==> src/rtl/axil_imem_loader.sv <==
// AXI4-Lite master that turns single valid/ready load/readback commands into
// AW/W/B or AR/R transactions, returning status plus a saturating latency.
module axil_imem_loader #(
  parameter int unsigned ADDR_W = 32,
  parameter int unsigned DATA_W = 32,
  parameter int unsigned LAT_W  = 8
) (
  input  logic                  clk,
  input  logic                  rst,
  input  logic                  cmd_valid,
  output logic                  cmd_ready,
  input  logic                  cmd_we,
  input  logic [ADDR_W-1:0]     cmd_addr,
  input  logic [DATA_W-1:0]     cmd_wdata,
  input  logic [DATA_W/8-1:0]   cmd_wstrb,
  output logic                  rsp_valid,
  input  logic                  rsp_ready,
  output logic                  rsp_we,
  output logic [DATA_W-1:0]     rsp_rdata,
  output logic [1:0]            rsp_resp,
  output logic [LAT_W-1:0]      rsp_lat,
  output logic                  m_aresetn,
  output logic [ADDR_W-1:0]     m_axi_awaddr,
  output logic                  m_axi_awvalid,
  input  logic                  m_axi_awready,
  output logic [DATA_W-1:0]     m_axi_wdata,
  output logic [DATA_W/8-1:0]   m_axi_wstrb,
  output logic                  m_axi_wvalid,
  input  logic                  m_axi_wready,
  input  logic [1:0]            m_axi_bresp,
  input  logic                  m_axi_bvalid,
  output logic                  m_axi_bready,
  output logic [ADDR_W-1:0]     m_axi_araddr,
  output logic                  m_axi_arvalid,
  input  logic                  m_axi_arready,
  input  logic [DATA_W-1:0]     m_axi_rdata,
  input  logic [1:0]            m_axi_rresp,
  input  logic                  m_axi_rvalid,
  output logic                  m_axi_rready
);

  typedef enum logic [2:0] {IDLE, WRITE, WRESP, READ, RDATA, RESP} state_t;

  state_t                state_q, state_d;
  logic [ADDR_W-1:0]     addr_q, addr_d;
  logic [DATA_W-1:0]     wdata_q, wdata_d;
  logic [DATA_W/8-1:0]   wstrb_q, wstrb_d;
  logic                  we_q, we_d;
  logic                  awvalid_q, awvalid_d;
  logic                  wvalid_q, wvalid_d;
  logic [DATA_W-1:0]     rdata_q, rdata_d;
  logic [1:0]            resp_q, resp_d;
  logic [LAT_W-1:0]      lat_q, lat_d;
  logic                  aresetn_q;

  // Ready only once the slave is out of reset too, so no command races m_aresetn.
  assign cmd_ready = (state_q == IDLE) && aresetn_q;

  always_comb begin
    state_d   = state_q;
    addr_d    = addr_q;
    wdata_d   = wdata_q;
    wstrb_d   = wstrb_q;
    we_d      = we_q;
    awvalid_d = awvalid_q;
    wvalid_d  = wvalid_q;
    rdata_d   = rdata_q;
    resp_d    = resp_q;
    lat_d     = lat_q;
    case (state_q)
      IDLE: begin
        if (cmd_valid && cmd_ready) begin
          addr_d  = cmd_addr;
          wdata_d = cmd_wdata;
          wstrb_d = cmd_wstrb;
          we_d    = cmd_we;
          lat_d   = '0;
          if (cmd_we) begin
            awvalid_d = 1'b1;
            wvalid_d  = 1'b1;
            state_d   = WRITE;
          end else begin
            state_d = READ;
          end
        end
      end
      WRITE: begin
        // AW and W retire independently; a channel already done counts as complete.
        awvalid_d = awvalid_q && !m_axi_awready;
        wvalid_d  = wvalid_q && !m_axi_wready;
        if (!awvalid_d && !wvalid_d) state_d = WRESP;
      end
      WRESP: begin
        if (m_axi_bvalid) begin
          resp_d  = m_axi_bresp;
          rdata_d = '0;
          state_d = RESP;
        end
      end
      READ: begin
        if (m_axi_arready) state_d = RDATA;
      end
      RDATA: begin
        if (m_axi_rvalid) begin
          rdata_d = m_axi_rdata;
          resp_d  = m_axi_rresp;
          state_d = RESP;
        end
      end
      RESP: begin
        if (rsp_ready) state_d = IDLE;
      end
      default: state_d = IDLE;
    endcase
    if ((state_q == WRITE || state_q == WRESP || state_q == READ || state_q == RDATA)
        && (lat_q != '1)) begin
      lat_d = lat_q + LAT_W'(1);
    end
  end

  always_ff @(posedge clk) begin
    if (rst) begin
      state_q   <= IDLE;
      addr_q    <= '0;
      wdata_q   <= '0;
      wstrb_q   <= '0;
      we_q      <= 1'b0;
      awvalid_q <= 1'b0;
      wvalid_q  <= 1'b0;
      rdata_q   <= '0;
      resp_q    <= '0;
      lat_q     <= '0;
      aresetn_q <= 1'b0;
    end else begin
      state_q   <= state_d;
      addr_q    <= addr_d;
      wdata_q   <= wdata_d;
      wstrb_q   <= wstrb_d;
      we_q      <= we_d;
      awvalid_q <= awvalid_d;
      wvalid_q  <= wvalid_d;
      rdata_q   <= rdata_d;
      resp_q    <= resp_d;
      lat_q     <= lat_d;
      aresetn_q <= 1'b1;
    end
  end

  assign m_aresetn     = aresetn_q;
  assign m_axi_awaddr  = addr_q;
  assign m_axi_awvalid = awvalid_q;
  assign m_axi_wdata   = wdata_q;
  assign m_axi_wstrb   = wstrb_q;
  assign m_axi_wvalid  = wvalid_q;
  assign m_axi_bready  = (state_q == WRESP);
  assign m_axi_araddr  = addr_q;
  assign m_axi_arvalid = (state_q == READ);
  assign m_axi_rready  = (state_q == RDATA);
  assign rsp_valid     = (state_q == RESP);
  assign rsp_we        = we_q;
  assign rsp_rdata     = rdata_q;
  assign rsp_resp      = resp_q;
  assign rsp_lat       = lat_q;

endmodule

==> config.mk <==
export PLATFORM = sky130hd
export DESIGN_NAME = axil_imem_loader
export DESIGN_NICKNAME = d
export VERILOG_FILES = /design/src/rtl/axil_imem_loader.sv
export SDC_FILE = /design/constraint.sdc
export NUM_CORES = 1
export LEC_CHECK = 0
export ABC_AREA = 1
export CORE_UTILIZATION = 35
export CTS_CLUSTER_DIAMETER = 100
export CTS_CLUSTER_SIZE = 12
export DETAILED_ROUTE_END_ITERATION = 12
export GPL_ROUTABILITY_DRIVEN = 1
export PLACE_DENSITY_LB_ADDON = 0.25
export SKIP_LAST_GASP = 1
export SYNTH_ARGS = -nofsm -noshare
export SYNTH_HDL_FRONTEND = slang
export SYNTH_SLANG_ARGS = --single-unit
==> constraint.sdc <==
create_clock -name clk -period 1.5 [get_ports clk]
set_clock_uncertainty 0.15 [all_clocks]
set_input_delay 0.3 -clock clk [delete_from_list [all_inputs] [get_ports clk]]
set_output_delay 0.3 -clock clk [all_outputs]
set_load 0.01 [all_outputs]
==> results.txt <==
critical path class: reg2out
vias in the first global route: 5,363
cell taking the most area after synthesis: dfxtp_1
port buffer count: 264
grt ovf: 0
CP arrival: 1.32 ns
Worst Hold Path Cells: 2
WHS: 0.1977 ns
TritonCTS buffer count: 17
Mean Syn Cell Area: 7.493 µm²
Final Cell Area: 9782 µm²
Worst setup startpoint: state_q[0]
RSZ-0062 raised after global routing: true
layout cell share with drive strength beyond 1: 50.49%
Initial Util: 36.34%
clk_lat worst skew: 0.41 ns
violated checks: negative setup slack
register area share after synthesis: 50.26%
Die Ht: 117.4 µm
Area contributors post-synth: dfxtp_1 (50%), nand2_1 (20%), a21oi_1 (12%)
placed cell count: 1,027
die area: 13,780 µm²
Yosys warnings: 0
worst-path fanout max: 6
placer congestion estimate: 0.8596
Worst Reg2Reg Path Length in Cells: 10
root buf cell: clkbuf_16
share of the synthesized area in the top cell type: 50.26%
fin nets: 1,025
Worst Tran Pin Value: 0.6191 ns
drt total wl: 19.65 mm
syn_nets: 737
GR Util All Layers: 25.82%
Max Cap Viol: 0
core area: 12,820 µm²
Syn Inst Count: 622
worst hold path type: in2reg
Synth Register Bits: 117
vias: 5,446
worst reg2reg setup slack: -0.26 ns
Cell variety after synth: 21
setup violators final: 130
Hold Startpoint: rst
Pre-antenna DRT Iters: 4
initial antenna violation count: 0
# clock sinks: 117
Slew Viols, Final: 0
commonest non-fill, non-tap cell in the layout: nand2_1
number of antenna-violating nets in the routed design: 0
Detailed Place HPWL: 11.17 mm
global-route wire length before repair: 27.70 mm
Diodes inserted: 0
Via density: 4.974
pin count of the biggest net entering global routing: 68
CTS tree: done
pwr dens: 1454 nW/µm²
H-tree levels: 4
die width: 117.4 µm
WHS Endpoint: m_aresetn
final worst setup slack: -0.2685 ns
relative slew slack: 58.73%
most frequent cells in the layout: nand2_1 (123), clkdlybuf4s50_1 (112), nand2_4 (100)
max frequency: 565.4 MHz
DRT iter0 DRCs: 245
run status: finished, violations left
WL/cell: 17.95 µm
mapped cell area: 4661 µm²
Area Growth Syn to Fin: 109.9%
FP Rows: 41
clock slew at the register clock pins of the worst setup and hold paths: 0.05 ns
Ports: 265
Non-Filler Instances: 1,095
FF-to-FF End: m_axi_araddr[8]
RR Startpoint: state_q[0]
LEAKAGE: 4.149 nW
Worst EP required: 1.05 ns
min Tclk post-route: 1.769 ns
end-of-flow core utilization: 76.27%
Bufs on Longest Clock Path: 2
Worst VDD drop: 0.8384 mV
CP startpoint kind: flop
placed inst area: 7430 µm²
worst slack at placement: -0.2861 ns
Tcrit/Tclk final: 117.9%
final hold violation count: 0
Fillers: 824
number of remaining DRC errors: 0
crit end category: output port
-- state kept, by name, summed over array words and instances, names as in the netlist --
register       count
m_axi_wstrb        4
m_axi_araddr      32
m_axi_wvalid       1
rsp_we             1
m_axi_awvalid      1
m_aresetn          1
m_axi_wdata       32
rsp_lat            8
rsp_resp           2
state_q            3
rsp_rdata         32
-- per-stage QoR --
stage	total power [W]	TNS, ns
finish	0.01422	-23.80
global route	0.01480	-31.34
CTS	0.01310	-19.65
detailed placement	0.007701	-20.91
global placement	0.007592	-18.05
floorplan	0.005743	0
-- worst max-delay path by stage --
stage	to	slack, ns	cells after the start
final	m_axi_rready	-0.27	5
after global routing	m_axi_awvalid	-0.34	10
after CTS	m_axi_arvalid	-0.27	3
after detailed placement	rsp_rdata[9]	-0.29	9
after global placement	state_q[1]	-0.22	9
after floorplan	rsp_lat[0]	0.004	8
-- synth_stat cells --
| cell | count |
|---|---|
| nand3_1 | 9 |
| buf_2 | 4 |
| nand2_1 | 253 |
| nor3_1 | 2 |
| nand2_4 | 1 |
| a21oi_1 | 114 |
| inv_2 | 3 |
| nor2_4 | 2 |
| o22ai_1 | 1 |
| nand2_2 | 2 |
| ha_1 | 1 |
| inv_4 | 1 |
| inv_1 | 18 |
| nand3b_1 | 3 |
| dfxtp_1 | 117 |
| buf_4 | 48 |
| nand4_1 | 2 |
| o21ai_0 | 7 |
| buf_6 | 2 |
| nor2_1 | 19 |
| clkbuf_1 | 13 |
-- where the power goes --
part / total, W / switching [W] / internal [W] / leakage (nW)
clock: 0.00419 / 0.00146 / 0.00273 / 0.294
combinational: 0.00607 / 0.00305 / 0.00302 / 2.89
sequential: 0.00396 / 0.000400 / 0.00356 / 0.964
-- worst max-delay path, stage by stage, from the launching register on --
cell     delay (ns)
dfxtp_4        0.37
nor2_4         0.18
buf_6          0.13
nand2_4        0.05
inv_2          0.06
buf_6          0.10
-- logic make-up after synthesis --
kind of cell               synth area share [%]
AOI/OAI and AO/OA                         13.13
DFF                                       50.26
and+or+nand+nor                           24.83
buffers and inverters                     11.52
adders and majority gates                0.2684
-- per-layer routing --
| layer | routed length, µm | vias to the layer above | global-route usage [%] | part of all wire [%] |
|---|---|---|---|---|
| li1 | - | 2535 | - | - |
| met4 | 905 | 0 | 14.45 | 4.6 |
| met2 | 10530 | 224 | 47.49 | 54 |
| met1 | 7228 | 2626 | 26.61 | 37 |
| met5 | 0 | - | 0 | 0 |
| met3 | 992 | 61 | 6.274 | 5.0 |
-- repair_timing --
| item | 4_1_cts | 5_1_grt |
|---|---|---|
| gates cloned | 16 | 3 |
| pin swaps | 41 | 66 |
| endpoints found under the setup margin | 267 | 238 |
| gates resized for setup | 414 | 413 |
| setup buffers | 17 | 15 |
| hold buffers | 0 | 0 |
-- final cells by class --
| cell class | count | area (µm²) | area share, % |
|---|---|---|---|
| clock inverter | 12 | 152.6 | 1.560 |
| tap | 172 | 215.2 | 2.200 |
| inverter | 22 | 117.6 | 1.202 |
| timing repair buffer | 335 | 3388 | 34.64 |
| timing repair inverter | 1 | 16.27 | 0.1663 |
| clock buffer | 20 | 466.7 | 4.771 |
| multi-input combinational | 416 | 3042 | 31.09 |
| sequential | 117 | 2384 | 24.37 |
(Power assumes the default switching activity.)
